`src/rtl/mem_arb_pkg.sv`:
```
// Shared types and defaults for the main-memory port arbiter.
package mem_arb_pkg;

  typedef enum logic {
    IDLE   = 1'b0,
    ACCESS = 1'b1
  } arb_state_e;

  localparam logic PORT_IF = 1'b0;
  localparam logic PORT_D  = 1'b1;

  localparam int ADDR_W_DEF = 9;
  localparam int DATA_W_DEF = 32;
  localparam int DEPTH_DEF  = 512;
  localparam int CNT_W      = 4;

endpackage

```
`src/rtl/mem_arb_pick.sv`:
```
// Combinational winner select between the fetch and data requesters.
module mem_arb_pick
  import mem_arb_pkg::*;
(
  input  logic if_req_i,
  input  logic d_req_i,
  input  logic owner_i,
  input  logic fair_en_i,
  output logic pick_valid_o,
  output logic pick_port_o
);

  // Contention goes to D, or to the port that did not own the last access when fair.
  always_comb begin
    pick_valid_o = if_req_i | d_req_i;
    pick_port_o  = PORT_IF;
    if (if_req_i && d_req_i) begin
      if (fair_en_i) begin
        pick_port_o = ~owner_i;
      end else begin
        pick_port_o = PORT_D;
      end
    end else if (d_req_i) begin
      pick_port_o = PORT_D;
    end else begin
      pick_port_o = PORT_IF;
    end
  end

endmodule

```
`src/rtl/mem_port_arbiter.sv`:
```
// Sequences the single-port main memory between fetch (IF) and load/store (D).
// Define MEM_ARB_FAIR_EN for round-robin arbitration under contention.
module mem_port_arbiter
  import mem_arb_pkg::*;
#(
  parameter int ADDR_W  = ADDR_W_DEF,
  parameter int DATA_W  = DATA_W_DEF,
  parameter int DEPTH   = DEPTH_DEF,
  parameter int ACC_CYC = 2
) (
  input  logic              clock,
  input  logic              clear,
  input  logic              if_req,
  input  logic [31:0]       if_addr,
  output logic              if_gnt,
  output logic              if_valid,
  output logic [DATA_W-1:0] if_rdata,
  input  logic              d_req,
  input  logic              d_we,
  input  logic [31:0]       d_addr,
  input  logic [DATA_W-1:0] d_wdata,
  output logic              d_gnt,
  output logic              d_valid,
  output logic [DATA_W-1:0] d_rdata,
  output logic              err,
  output logic [31:0]       mem_address,
  output logic [DATA_W-1:0] mem_data_in,
  output logic              mem_read,
  output logic              mem_write,
  input  logic [DATA_W-1:0] mem_data_out,
  output logic              busy
);

`ifdef MEM_ARB_FAIR_EN
  localparam logic FAIR_EN = 1'b1;
`else
  localparam logic FAIR_EN = 1'b0;
`endif

  arb_state_e        state_q, state_d;
  logic [CNT_W-1:0]  cnt_q, cnt_d;
  logic              owner_q, owner_d;
  logic              we_q, we_d;
  logic              oor_q, oor_d;
  logic [31:0]       addr_q, addr_d;
  logic [DATA_W-1:0] wdata_q, wdata_d;
  logic              rd_q, rd_d, wr_q, wr_d;
  logic              if_gnt_q, if_gnt_d, d_gnt_q, d_gnt_d;
  logic              if_valid_q, if_valid_d, d_valid_q, d_valid_d;
  logic              err_q, err_d;
  logic [DATA_W-1:0] if_rdata_q, if_rdata_d, d_rdata_q, d_rdata_d;
  logic              pick_valid, pick_port;
  logic [31:0]       sel_addr;
  logic              sel_we, sel_oor;

  function automatic logic addr_oor(input logic [31:0] a);
    return (a >= 32'(DEPTH)) || ((a >> ADDR_W) != 32'd0);
  endfunction

  mem_arb_pick u_pick (
    .if_req_i    (if_req),
    .d_req_i     (d_req),
    .owner_i     (owner_q),
    .fair_en_i   (FAIR_EN),
    .pick_valid_o(pick_valid),
    .pick_port_o (pick_port)
  );

  // Next-state: accept in IDLE, count down the access window, complete on exit.
  always_comb begin
    state_d    = state_q;
    cnt_d      = cnt_q;
    owner_d    = owner_q;
    we_d       = we_q;
    oor_d      = oor_q;
    addr_d     = addr_q;
    wdata_d    = wdata_q;
    rd_d       = 1'b0;
    wr_d       = 1'b0;
    if_gnt_d   = 1'b0;
    d_gnt_d    = 1'b0;
    if_valid_d = 1'b0;
    d_valid_d  = 1'b0;
    err_d      = 1'b0;
    if_rdata_d = if_rdata_q;
    d_rdata_d  = d_rdata_q;
    sel_addr   = if_addr;
    sel_we     = 1'b0;
    sel_oor    = 1'b0;
    case (state_q)
      IDLE: begin
        if (pick_valid) begin
          sel_addr = (pick_port == PORT_D) ? d_addr : if_addr;
          sel_we   = (pick_port == PORT_D) && d_we;
          sel_oor  = addr_oor(sel_addr);
          state_d  = ACCESS;
          cnt_d    = CNT_W'(ACC_CYC - 1);
          owner_d  = pick_port;
          we_d     = sel_we;
          oor_d    = sel_oor;
          addr_d   = sel_addr;
          if (sel_we) begin
            wdata_d = d_wdata;
          end else begin
            wdata_d = wdata_q;
          end
          rd_d     = !sel_oor && !sel_we;
          wr_d     = !sel_oor && sel_we;
          if_gnt_d = (pick_port == PORT_IF);
          d_gnt_d  = (pick_port == PORT_D);
        end else begin
          state_d = IDLE;
        end
      end
      ACCESS: begin
        if (cnt_q == CNT_W'(0)) begin
          state_d = IDLE;
          err_d   = oor_q;
          // Out-of-range reads return zero rather than whatever the bus carries.
          if (owner_q == PORT_D) begin
            d_valid_d = 1'b1;
            if (!we_q) begin
              d_rdata_d = oor_q ? {DATA_W{1'b0}} : mem_data_out;
            end else begin
              d_rdata_d = d_rdata_q;
            end
          end else begin
            if_valid_d = 1'b1;
            if_rdata_d = oor_q ? {DATA_W{1'b0}} : mem_data_out;
          end
        end else begin
          cnt_d = cnt_q - CNT_W'(1);
          rd_d  = rd_q;
          wr_d  = wr_q;
        end
      end
      default: begin
        state_d = IDLE;
      end
    endcase
  end

  // State and registered outputs; clear aborts any access and drops strobes at once.
  always_ff @(posedge clock or posedge clear) begin
    if (clear) begin
      state_q    <= IDLE;
      cnt_q      <= CNT_W'(0);
      owner_q    <= PORT_IF;
      we_q       <= 1'b0;
      oor_q      <= 1'b0;
      addr_q     <= 32'd0;
      wdata_q    <= {DATA_W{1'b0}};
      rd_q       <= 1'b0;
      wr_q       <= 1'b0;
      if_gnt_q   <= 1'b0;
      d_gnt_q    <= 1'b0;
      if_valid_q <= 1'b0;
      d_valid_q  <= 1'b0;
      err_q      <= 1'b0;
      if_rdata_q <= {DATA_W{1'b0}};
      d_rdata_q  <= {DATA_W{1'b0}};
    end else begin
      state_q    <= state_d;
      cnt_q      <= cnt_d;
      owner_q    <= owner_d;
      we_q       <= we_d;
      oor_q      <= oor_d;
      addr_q     <= addr_d;
      wdata_q    <= wdata_d;
      rd_q       <= rd_d;
      wr_q       <= wr_d;
      if_gnt_q   <= if_gnt_d;
      d_gnt_q    <= d_gnt_d;
      if_valid_q <= if_valid_d;
      d_valid_q  <= d_valid_d;
      err_q      <= err_d;
      if_rdata_q <= if_rdata_d;
      d_rdata_q  <= d_rdata_d;
    end
  end

  assign if_gnt      = if_gnt_q;
  assign d_gnt       = d_gnt_q;
  assign if_valid    = if_valid_q;
  assign d_valid     = d_valid_q;
  assign err         = err_q;
  assign if_rdata    = if_rdata_q;
  assign d_rdata     = d_rdata_q;
  assign mem_address = addr_q;
  assign mem_data_in = wdata_q;
  assign mem_read    = rd_q;
  assign mem_write   = wr_q;
  assign busy        = (state_q != IDLE);

endmodule

```
`config.mk`:
```
export PLATFORM = sky130hd
export DESIGN_NAME = mem_port_arbiter
export DESIGN_NICKNAME = d
export VERILOG_FILES = /design/src/rtl/mem_arb_pkg.sv /design/src/rtl/mem_arb_pick.sv /design/src/rtl/mem_port_arbiter.sv
export SDC_FILE = /design/constraint.sdc
export NUM_CORES = 1
export LEC_CHECK = 0
export CAP_MARGIN = 40
export CORE_MARGIN = 5
export CORE_UTILIZATION = 37
export DETAILED_ROUTE_END_ITERATION = 16
export PLACE_DENSITY = 0.76
export SLEW_MARGIN = 0
export SYNTH_ARGS = -nofsm -noshare
export SYNTH_HDL_FRONTEND = slang
export SYNTH_HIERARCHICAL = 1
export SYNTH_SLANG_ARGS = --single-unit
```
`constraint.sdc`:
```
create_clock -name clock -period 4.09 [get_ports clock]
set_input_delay 0.409 -clock clock [delete_from_list [all_inputs] [get_ports clock]]
set_output_delay 0.409 -clock clock [all_outputs]
set_load 0.02 [all_outputs]
```
==> results.tsv <==
metric	value	unit
outcome	finished, final reports clean	
final_common_cell	clkdlybuf4s50_1	
hold_ws	482	ps
first_pass_iters	4	
finalSetupViolCount	0	
drv_slew	0	
syn_area	5810	um2
hold_buffers	0	
tightest_slew	793	ps
cts_buffer_depth	2	
r2r_cells	7	
grt_pass1_vias	5100	
holdPathStages	2	
critPathRequiredTime	4440	ps
die_y	135	um
crit_path_start	if_req	
remaining_drc_errors	0	
final_cells	1009	
cp.arrival	2630	ps
drtIter0Drc	256	
setup_slack	1810	ps
synth.distinct_cells	36	
grt_overflow_total	0	
cp_max_fo	66	
die_w	135	um
cts_resized	0	
synth_ff_type	dfrtp_1	
synth-compound-area-share	0.0935	
hold_violations	0	
insertion_delay	410	ps
wirelength	17000	um
setup_tns	0	ps
root_buffer	clkbuf_16	
pre_cts_slack	1430	ps
synthMuxAreaShare	0.119	
placed_cell_area	8720	um2
endpoint_kind	flop	
yosysWarnings	6	
core_area	15300	um2
maxCapViolCount	0	
grt_max_degree	144	
wl_per_cell	16.9	um
finalInstanceArea	9390	um2
met3_length	1600	um
antenna_found_initial	0	
final_antenna_net_count	0	
synthAdderAreaFrac	0.00215	
dpl.cell_count	979	
drive_gt1_frac	0.0564	
synthXorXnorAreaFrac	0.00151	
num-nets-final	921	
dp_hpwl	12900	um
path_class	in -> reg	
num_antenna_cells	0	
vdd.ir_drop.worst	0.000436	V
postCtsSetupBuffers	0	
synth_top_family_by_area	simple AND/OR/NAND/NOR gates	
synth_edf_count	0	
avgSynthCellArea	11.1	um2
clk_pin_slew	60	ps
cts_sinks	143	
grt_pass1_wl	27000	um
critPathLaunchType	input pin	
start_util	0.379	
post-route-period-util	0.557	
syn_to_final_growth	61.6	%
crit_path_end	mem_read	
hold_path_class	reg -> reg	
slew_headroom	0.471	
port_buffers	268	
max_freq	439	MHz
rsz0062_at_grt	no	
timing.rr.end	if_rdata[8]	
finalWeightedCongestion	0.977	
worstReg2RegStart	cnt_q[0]	
vias	4887	
rrSetupSlack	1980	ps
synth_cells	523	
min_period	2280	ps
fin_skew	5.63	ps
synth-simple-area-share	0.137	
top_layer	met4	
die-area	18300	um2
met1_length	6730	um
num_io_pins	269	
yosysSeqAreaShare	0.616	
syn_nets	657	
grtUsageTotal	0.189	
cts_buffers	17	
synth_seq_cells	143	
async_flop_share	1.00	
cellLeakagePower	3.92	nW
met2_length	8450	um
tritoncts	done	
most-common-layout-cells	268 x clkdlybuf4s50_1, 143 x dfrtp_1, 75 x nand2_1	
rows	45	
viasPerCell	4.84	
power.density	765	nW/um2
htreeDepth	4	
-- worst max-delay path: stages --
cell and delay, ps:
clkdlybuf4s50_1 520, or2_1 180, nor2b_4 170, buf_4 510
nand2_1 210, o32ai_1 440, a22o_1 190
-- sequential cells by signal (all words and copies together), names as in the netlist --
name	flops
mem_address	32
d_rdata	32
mem_read	1
d_valid	1
cnt_q	4
mem_data_in	32
owner_q	1
err	1
d_gnt	1
oor_q	1
if_valid	1
busy	1
if_gnt	1
we_q	1
mem_write	1
if_rdata	32
-- cell usage after synthesis (3+ instances only) --
library cell	n	share of area
a21oi_1	32	0.028
nor4_1	10	0.011
inv_1	7	0.0045
nor2_1	34	0.022
buf_2	20	0.017
mux2i_1	32	0.055
nand2b_1	34	0.037
dfrtp_1	143	0.62
nor3_1	3	0.0026
nand2_1	75	0.048
nand3_1	3	0.0026
mux2_1	32	0.062
clkbuf_1	6	0.0039
o21ai_1	65	0.056
-- worst min path at each step --
stage,start,end,slack (ps)
final,d_rdata[3],d_rdata[3],480
after CTS,d_rdata[3],d_rdata[3],490
after global routing,d_rdata[3],d_rdata[3],500
after detailed placement,d_rdata[3],d_rdata[3],480
after floorplan,we_q,we_q,440
after global placement,mem_write,mem_write,470
-- layer usage --
metal,global-route usage,vias up
li1,-,2326
met1,0.233,2320
met2,0.313,224
met5,0,-
met4,0.0582,0
met3,0.0643,17
-- report_power, final --
part / switching [mW] / total, mW / internal, mW / leakage, nW
clock network: 0.558 / 1.73 / 1.17 / 0.319
logic: 1.60 / 3.05 / 1.45 / 1.83
registers: 0.380 / 2.41 / 2.03 / 1.78
-- kinds of logic (layout without fill, tap and decap cells) --
group,Yosys count,after routing
AO/OA/AOI/OAI,105,105
XOR/XNOR,1,1
adder cells (fa/ha/maj),1,1
buffers and inverters,38,313
flip-flops,143,143
multiplexers,65,65
other,1,1
AND/OR/NAND/NOR,169,169
-- per-stage QoR --
stage	utilization	total power, mW
final	0.613	7.19
after global routing	0.613	7.59
after CTS	0.613	7.28
after detailed placement	0.570	5.51
after global placement	0.568	5.43
after floorplan	-	3.88
-- area by class of cell --
type / instances / area, um2
sequential: 143 / 3580
timing repair buffer: 275 / 2770
inverter: 8 / 33.8
fill: 1243 / 5930
tap: 211 / 264
clock inverter: 10 / 209
clock buffer: 20 / 457
multi-input combinational: 342 / 2080
Note: power is estimated with default switching activity, not from simulation.
